`src/rtl/abr_masked_sub_sched.sv`:
```
// Round-robin scheduler sharing one masked Boolean subtractor pipeline among NREQ requesters.
// Tags each operation through the fixed-latency pipeline and returns results to the issuer.
module abr_masked_sub_sched #(
  parameter int WIDTH   = 8,
  parameter int NREQ    = 2,
  parameter int LATENCY = 9
) (
  input  logic                              clk,
  input  logic                              rst_n,
  input  logic                              zeroize,
  input  logic [NREQ-1:0]                   req_valid_i,
  output logic [NREQ-1:0]                   req_ready_o,
  input  logic [NREQ-1:0]                   req_sub_i,
  input  logic [NREQ-1:0][WIDTH-1:0][1:0]   req_x_i,
  input  logic [NREQ-1:0][WIDTH-1:0][1:0]   req_y_i,
  input  logic                              rnd_valid_i,
  input  logic [WIDTH-1:0]                  rnd_i,
  output logic                              rnd_ready_o,
  output logic [WIDTH-1:0][1:0]             sub_x_o,
  output logic [WIDTH-1:0][1:0]             sub_y_o,
  output logic                              sub_sub_o,
  output logic [WIDTH-1:0]                  sub_rnd_o,
  input  logic [WIDTH-1:0][1:0]             sub_s_i,
  output logic [NREQ-1:0]                   rsp_valid_o,
  output logic [WIDTH-1:0][1:0]             rsp_s_o,
  output logic                              busy_o,
  output logic                              rnd_starve_o
);

  localparam int TW = $clog2(NREQ);
  localparam int CW = $clog2(LATENCY + 2);
  localparam int unsigned NR = NREQ;

  typedef enum logic {IDLE, BUSY} state_t;

  state_t                    state, state_next;
  logic [CW-1:0]             cnt, cnt_next;
  logic [TW-1:0]             rr_ptr, rr_next;
  logic                      grant;
  logic [TW-1:0]             gidx;
  logic [LATENCY:0]          pipe_v;
  logic [LATENCY:0][TW-1:0]  pipe_tag;
  logic                      resp;
  logic [WIDTH-1:0][1:0]     sel_y;

  // First eligible requester at or after rr_ptr, wrapping modulo NREQ.
  always_comb begin
    logic [TW-1:0] cand;
    grant       = 1'b0;
    gidx        = '0;
    cand        = '0;
    req_ready_o = '0;
    if (rnd_valid_i && !zeroize) begin
      for (int unsigned i = 0; i < NR; i++) begin
        cand = TW'((32'(rr_ptr) + i) % NR);
        if (!grant && req_valid_i[cand]) begin
          grant = 1'b1;
          gidx  = cand;
        end
      end
    end
    if (grant) req_ready_o[gidx] = 1'b1;
  end

  always_comb begin
    if (gidx == TW'(NREQ - 1)) rr_next = '0;
    else                       rr_next = gidx + TW'(1);
  end

  // Subtraction becomes x + ~y + 1: complementing one share complements the unmasked y.
  always_comb begin
    sel_y = req_y_i[gidx];
    for (int unsigned i = 0; i < WIDTH; i++)
      sel_y[i][0] = req_y_i[gidx][i][0] ^ req_sub_i[gidx];
  end

  assign resp        = pipe_v[LATENCY];
  assign busy_o      = (state == BUSY);
  assign rnd_ready_o = grant | busy_o;
  assign sub_rnd_o   = rnd_i;

  always_comb begin
    rsp_valid_o = '0;
    if (resp) rsp_valid_o[pipe_tag[LATENCY]] = 1'b1;
    rsp_s_o = resp ? sub_s_i : '0;
  end

  always_comb begin
    cnt_next   = cnt;
    state_next = state;
    case ({grant, resp})
      2'b10:   cnt_next = cnt + CW'(1);
      2'b01:   cnt_next = cnt - CW'(1);
      default: cnt_next = cnt;
    endcase
    case (state)
      IDLE: if (grant) state_next = BUSY;
      BUSY: if (cnt_next == '0 && !grant) state_next = IDLE;
      default: state_next = IDLE;
    endcase
  end

  always_ff @(posedge clk or negedge rst_n) begin
    if (!rst_n)       state <= IDLE;
    else if (zeroize) state <= IDLE;
    else              state <= state_next;
  end

  always_ff @(posedge clk or negedge rst_n) begin
    if (!rst_n) begin
      sub_x_o      <= '0;
      sub_y_o      <= '0;
      sub_sub_o    <= 1'b0;
      pipe_v       <= '0;
      pipe_tag     <= '0;
      rr_ptr       <= '0;
      cnt          <= '0;
      rnd_starve_o <= 1'b0;
    end else if (zeroize) begin
      sub_x_o      <= '0;
      sub_y_o      <= '0;
      sub_sub_o    <= 1'b0;
      pipe_v       <= '0;
      pipe_tag     <= '0;
      rr_ptr       <= '0;
      cnt          <= '0;
      rnd_starve_o <= 1'b0;
    end else begin
      sub_x_o      <= grant ? req_x_i[gidx] : '0;
      sub_y_o      <= grant ? sel_y : '0;
      sub_sub_o    <= grant & req_sub_i[gidx];
      pipe_v       <= {pipe_v[LATENCY-1:0], grant};
      pipe_tag     <= {pipe_tag[LATENCY-1:0], gidx};
      if (grant) rr_ptr <= rr_next;
      cnt          <= cnt_next;
      rnd_starve_o <= rnd_starve_o | (rnd_ready_o & ~rnd_valid_i);
    end
  end

endmodule

```
`config.mk`:
```
export PLATFORM = sky130hd
export DESIGN_NAME = abr_masked_sub_sched
export DESIGN_NICKNAME = d
export VERILOG_FILES = /design/src/rtl/abr_masked_sub_sched.sv
export SDC_FILE = /design/constraint.sdc
export NUM_CORES = 1
export LEC_CHECK = 0
export ABC_AREA = 1
export CORE_UTILIZATION = 34
export CTS_CLUSTER_SIZE = 30
export DETAILED_ROUTE_END_ITERATION = 12
export PLACE_DENSITY = 0.77
export SLEW_MARGIN = 5
export SYNTH_ARGS = -nofsm -noshare
export SYNTH_HDL_FRONTEND = slang
export SYNTH_SLANG_ARGS = --single-unit
```
`constraint.sdc`:
```
create_clock -name clk -period 1.65 [get_ports clk]
set_input_delay 0.165 -clock clk [delete_from_list [all_inputs] [get_ports clk]]
set_output_delay 0.165 -clock clk [all_outputs]
set_load 0.02 [all_outputs]
```
# Word-level counts from Yosys, hierarchy flattened
# Index checks and enable logic that the tools add are counted.
# word_totals
register_bits,60
ramBits,0
mem_bits_ro,0
mem_count,0
latch_bits,0
output_inout_bits,64
# classes
addsub,4
n_reduce_logical,10
n_mul,0
mux,41
shifts,0
div_mod_pow,0
bitwise,14
n_lt_le_gt_ge,6
n_eq_ne,2
# op_table
cell,n
2-to-1 mux 16 bit,9
2-to-1 mux 1 bit,23
2-to-1 mux 10 bit,2
"less-than comparator 1 x 2 -> 1 bit, second input constant",4
one-hot mux 4 bit (2 select lines),1
bitwise XOR 1 bit,8
logical AND 1 bit,5
"adder 4 x 1 -> 4 bit, second input constant",1
zero test 4 bit,1
2-to-1 mux 2 bit,2
2-to-1 mux 4 bit,1
"subtractor 4 x 1 -> 4 bit, second input constant",1
zero test 1 bit,3
"adder 1 bit, second input constant",2
AND 1 bit,2
demux 1 bit (select 1 bit),2
"== test 2 x 1 -> 1 bit, second input constant",1
"== test 2 bit, second input constant",1
">= comparator 1 bit, second input constant",2
NOT 1 bit,2
OR 1 bit,2
one-hot mux 1 bit (2 select lines),1
nonzero test 2 bit,1

# Logic depth before layout (Yosys ltp)
# logic_depth
word_depth,15
ltp_mapped,15
ltp_nobuf,15

# Worst setup path after synthesis
# OpenSTA, ideal clock, no wires.
# synth_timing
kind,input to register
start,in zeroize
end,reg state (netlist: busy_o)
required_time_ns,1.529
path_slack_ns,-0.055
arrival_ns,1.584
setup_ns,0.121
stages,12
cell_sequence,buf_6 -> nor2_8 -> o21ai_4 -> ha_1 -> nand2_1 -> inv_1 -> nor2_1 -> ha_1 -> mux2i_1 -> nand3_1 -> nor2_1 -> a21oi_1
# synth_between
elab_chain_len,10
elab_cells_between_ends,13
classes_between,2 x eq/ne; 6 x mux; 5 x reduce/logical
# synth_lines
element,line_no,text
start: declaration,10,"input logic zeroize,"
zero test 1 bit,53,if (rnd_valid_i && !zeroize) begin
logical AND 1 bit,53,
2-to-1 mux 1 bit,53,
== test 2 x 1 -> 1 bit / == test 2 bit (equally long branches),91,"case ({grant, resp})"
one-hot mux 4 bit (2 select lines),91,
zero test 4 bit,98,BUSY: if (cnt_next == '0 && !grant) state_next = IDLE;
logical AND 1 bit,98,
2-to-1 mux 1 bit,98,
one-hot mux 1 bit (2 select lines),96,case (state)
2-to-1 mux 1 bit *,105,else if (zeroize) state <= IDLE;
end signal: assignment,106,else state <= state_next;
end: declaration,36,"state_t state, state_next;"
# Mark *: on every way between the ends. The rest lies on a longest branch, timed or not.
# A chain may end at the register's enable or synchronous reset.

# Final worst setup path
# layout_timing
start,reg pipe_v[9]
end,reg state (netlist: busy_o)
# layout_between
elab_chain_len,7
elab_cells_between_ends,8
classes_between,2 x eq/ne; 4 x mux; 2 x reduce/logical
# layout_lines
element,line_no,text
start: declaration,41,logic [LATENCY:0] pipe_v;
start signal: assignment,132,"pipe_v <= {pipe_v[LATENCY-1:0], grant};"
== test 2 x 1 -> 1 bit / == test 2 bit (equally long branches),91,
one-hot mux 4 bit (2 select lines) *,91,
zero test 4 bit *,98,
logical AND 1 bit *,98,
2-to-1 mux 1 bit *,98,
one-hot mux 1 bit (2 select lines) *,96,
2-to-1 mux 1 bit *,105,
# Marks and branches as above.

==> out/results.txt <==
Core Util, Final -> 61.9%
R2R depth -> 10
die span in y -> 90.6 um
antenna viol nets, final -> 0
unrepaired setup endpoints after global routing -> yes
status -> finished, violations left
Worst Slack Setup Final -> -76.2 ps
achievable frequency -> 0.579 GHz
largest net degree at the start of global routing -> 61
R2R setup slack -> -80 ps
Final Non-Filler Cells -> 542
first-pass GRT wire length -> 11,900 um
Setup CP Type -> flop to flop
FF-to-FF End -> busy_o
CTS HTree Levels -> 3
# IOs -> 160
layout cells sized above 1 -> 18.6%
Synth area leaders -> dfrtp_1, a22o_1, nand2_1
asr flop ratio synth -> 100%
power density over the cells -> 751 mW/mm^2
Iteration-0 DRC Markers -> 70
Final Critical Period -> 1730 ps
Hold Path Depth -> 4
dpl hpwl -> 5320 um
core area -> 0.00741 mm^2
HP Start -> rnd_valid_i
Cell Area, Synth -> 0.00267 mm^2
Clock Latency Late Sink -> 330 ps
Nets -> 536
CTS max path bufs -> 2
Worst Path Max Fanout -> 3
post-synthesis sequential area ratio -> 56.3%
most frequent cells in the layout -> clkdlybuf4s50_1, dfrtp_1, nand2_1
Yosys top cell by area -> dfrtp_1
post-route DRC violation count -> 0
leak pwr -> 2.27 nW
Required @ worst endpoint -> 1870 ps
Root Buffer -> clkbuf_8
EDFF count, synth -> 0
Rows -> 31
failing checks -> setup timing
Rel. slew slack -> 79.2%
max-slew violations -> 0
reg-to-reg startpoint -> pipe_v[9]
post-synthesis register bit count -> 60
total global-route track usage -> 18.9%
Post-Syn Nets -> 375
gr ovfl total -> 0
Post-Syn Instances -> 276
syn avg cell area -> 9.67 um^2
critical path arrival -> 1950 ps
Final Cycle Share -> 105%
Final Hold Fails -> 0
max_cap viols -> 0
Peak VDD IR -> 0.000452 V
most common cell after layout, fill and taps aside -> clkdlybuf4s50_1
Clock transition at path regs -> 70 ps
CP Capture Type -> flop
die area -> 0.00821 mm^2
Vias/cell -> 4.52
Fin Hold WS -> 318 ps
pre-CTS setup slack -> -601 ps
final setup vio count -> 2
RePlAce Congestion -> 0.793
DR vias -> 2,451
CTS tree -> done
post-synth top area share -> 56.3%
initial antenna violation count -> 2
1st-pass router iterations -> 4
routed len/inst -> 13.4 um
number of port buffers -> 143
Startpoint Class -> flop
DIE WIDTH -> 90.6 um
Synth Flop Type -> dfrtp_1
Distinct cells, synth -> 28
CTS Sinks -> 60
HP Class -> input pin to flop
number of synthesis warnings -> 0
Worst Skew -> 11.3 ps
area delta synth->final -> 71.9%
Worst-Margin Slew -> 312 ps
vias in the first global route -> 2,569
WHS Endpoint -> rnd_starve_o
Num CTS Buffers -> 9
Initial Utilization -> 36.0%
final wirelength -> 7270 um
placed cell count -> 517
==> where the power goes <==
group	switching, mW	internal, mW
combinational	0.271	0.363
sequential	0.0226	1.53
clock	0.556	0.707
total	0.850	2.60
==> worst max-delay path by stage <==
stage | to | depth (start not counted) | start | slack, ps
floorplan | busy_o | 12 | zeroize | 10
global placement | busy_o | 12 | zeroize | -450
detailed placement | busy_o | 12 | zeroize | -600
CTS | busy_o | 10 | pipe_v[9] | -100
global route | busy_o | 10 | pipe_v[9] | -120
finish | busy_o | 10 | pipe_v[9] | -80
==> kinds of logic after synthesis <==
group	count (synthesis)	synth area share (%)
muxes	1	0.375
and+or+nand+nor	93	15.6
AOI/OAI and AO/OA	48	13.2
DFF	60	56.3
buffers and inverters	69	12.5
xor gates and xnor gates	2	0.656
adders and majority gates	3	1.41
==> registers in the layout, indices dropped and copies added, names as in the netlist <==
signal        cells
rr_ptr            1
pipe_tag         10
sub_sub_o         1
cnt               4
rnd_starve_o      1
sub_x_o          16
busy_o            1
sub_y_o          16
pipe_v           10
==> area by class of cell <==
class                           count  area [um^2]
Timing Repair Buffer              170         1630
Multi-Input combinational cell    147          941
Antenna cell                        1         2.50
Sequential cell                    60         1500
Tap cell                           99          124
Clock buffer                       13          179
Clock inverter                      3         18.8
Inverter                           49          189
Fill cell                         608         2820
==> synth_stat cells (2+ instances only) <==
cell type / count
nor2_1: 26
a21oi_1: 13
buf_2: 2
o21ai_0: 5
buf_6: 4
nand3_1: 5
nand2_4: 2
inv_1: 47
nand2_1: 54
clkbuf_1: 4
a22o_1: 24
o21ai_1: 2
dfrtp_1: 60
or2_2: 2
o21ai_2: 2
buf_4: 10
ha_1: 3
==> per-stage QoR <==
| stage | power (mW) | setup TNS, ps | cell area, um^2 |
|---|---|---|---|
| 2_1_floorplan | 1.82 | 0 | 2680 |
| 3_3_place_gp | 2.17 | -8960 | 4240 |
| 3_5_place_dp | 2.19 | -10810 | 4240 |
| 4_1_cts | 3.48 | -101 | 4520 |
| 5_1_grt | 3.61 | -262 | 4590 |
| 6_report | 3.44 | -125 | 4590 |
==> routing by layer <==
layer  part of all wire (%)  vias up  global-route usage [%]
met4                    3.4        2                    9.95
li1                       -     1174                       -
met3                     10       23                    8.33
met5                   0.23        -                       0
met2                     50      129                    33.1
met1                     36     1123                    18.8
==> timing repair <==
item                                    CTS  global route
resized for setup                        42            32
setup buffers                             7             1
hold buffers                              1             0
endpoints found under the setup margin   26            25
endpoints found under the hold margin    60             0
pin swaps                                 8             9
==> worst max-delay path: stages (launching register included) <==
cell and delay (ps):
dfrtp_2 420, buf_12 130, ha_4 170, nand2_2 60, inv_2 50, nor2_4 100, ha_4 210, mux2i_4 180
nand3_2 100, nor2_2 130, a21oi_2 60
Power figures use the tool's default switching activity.
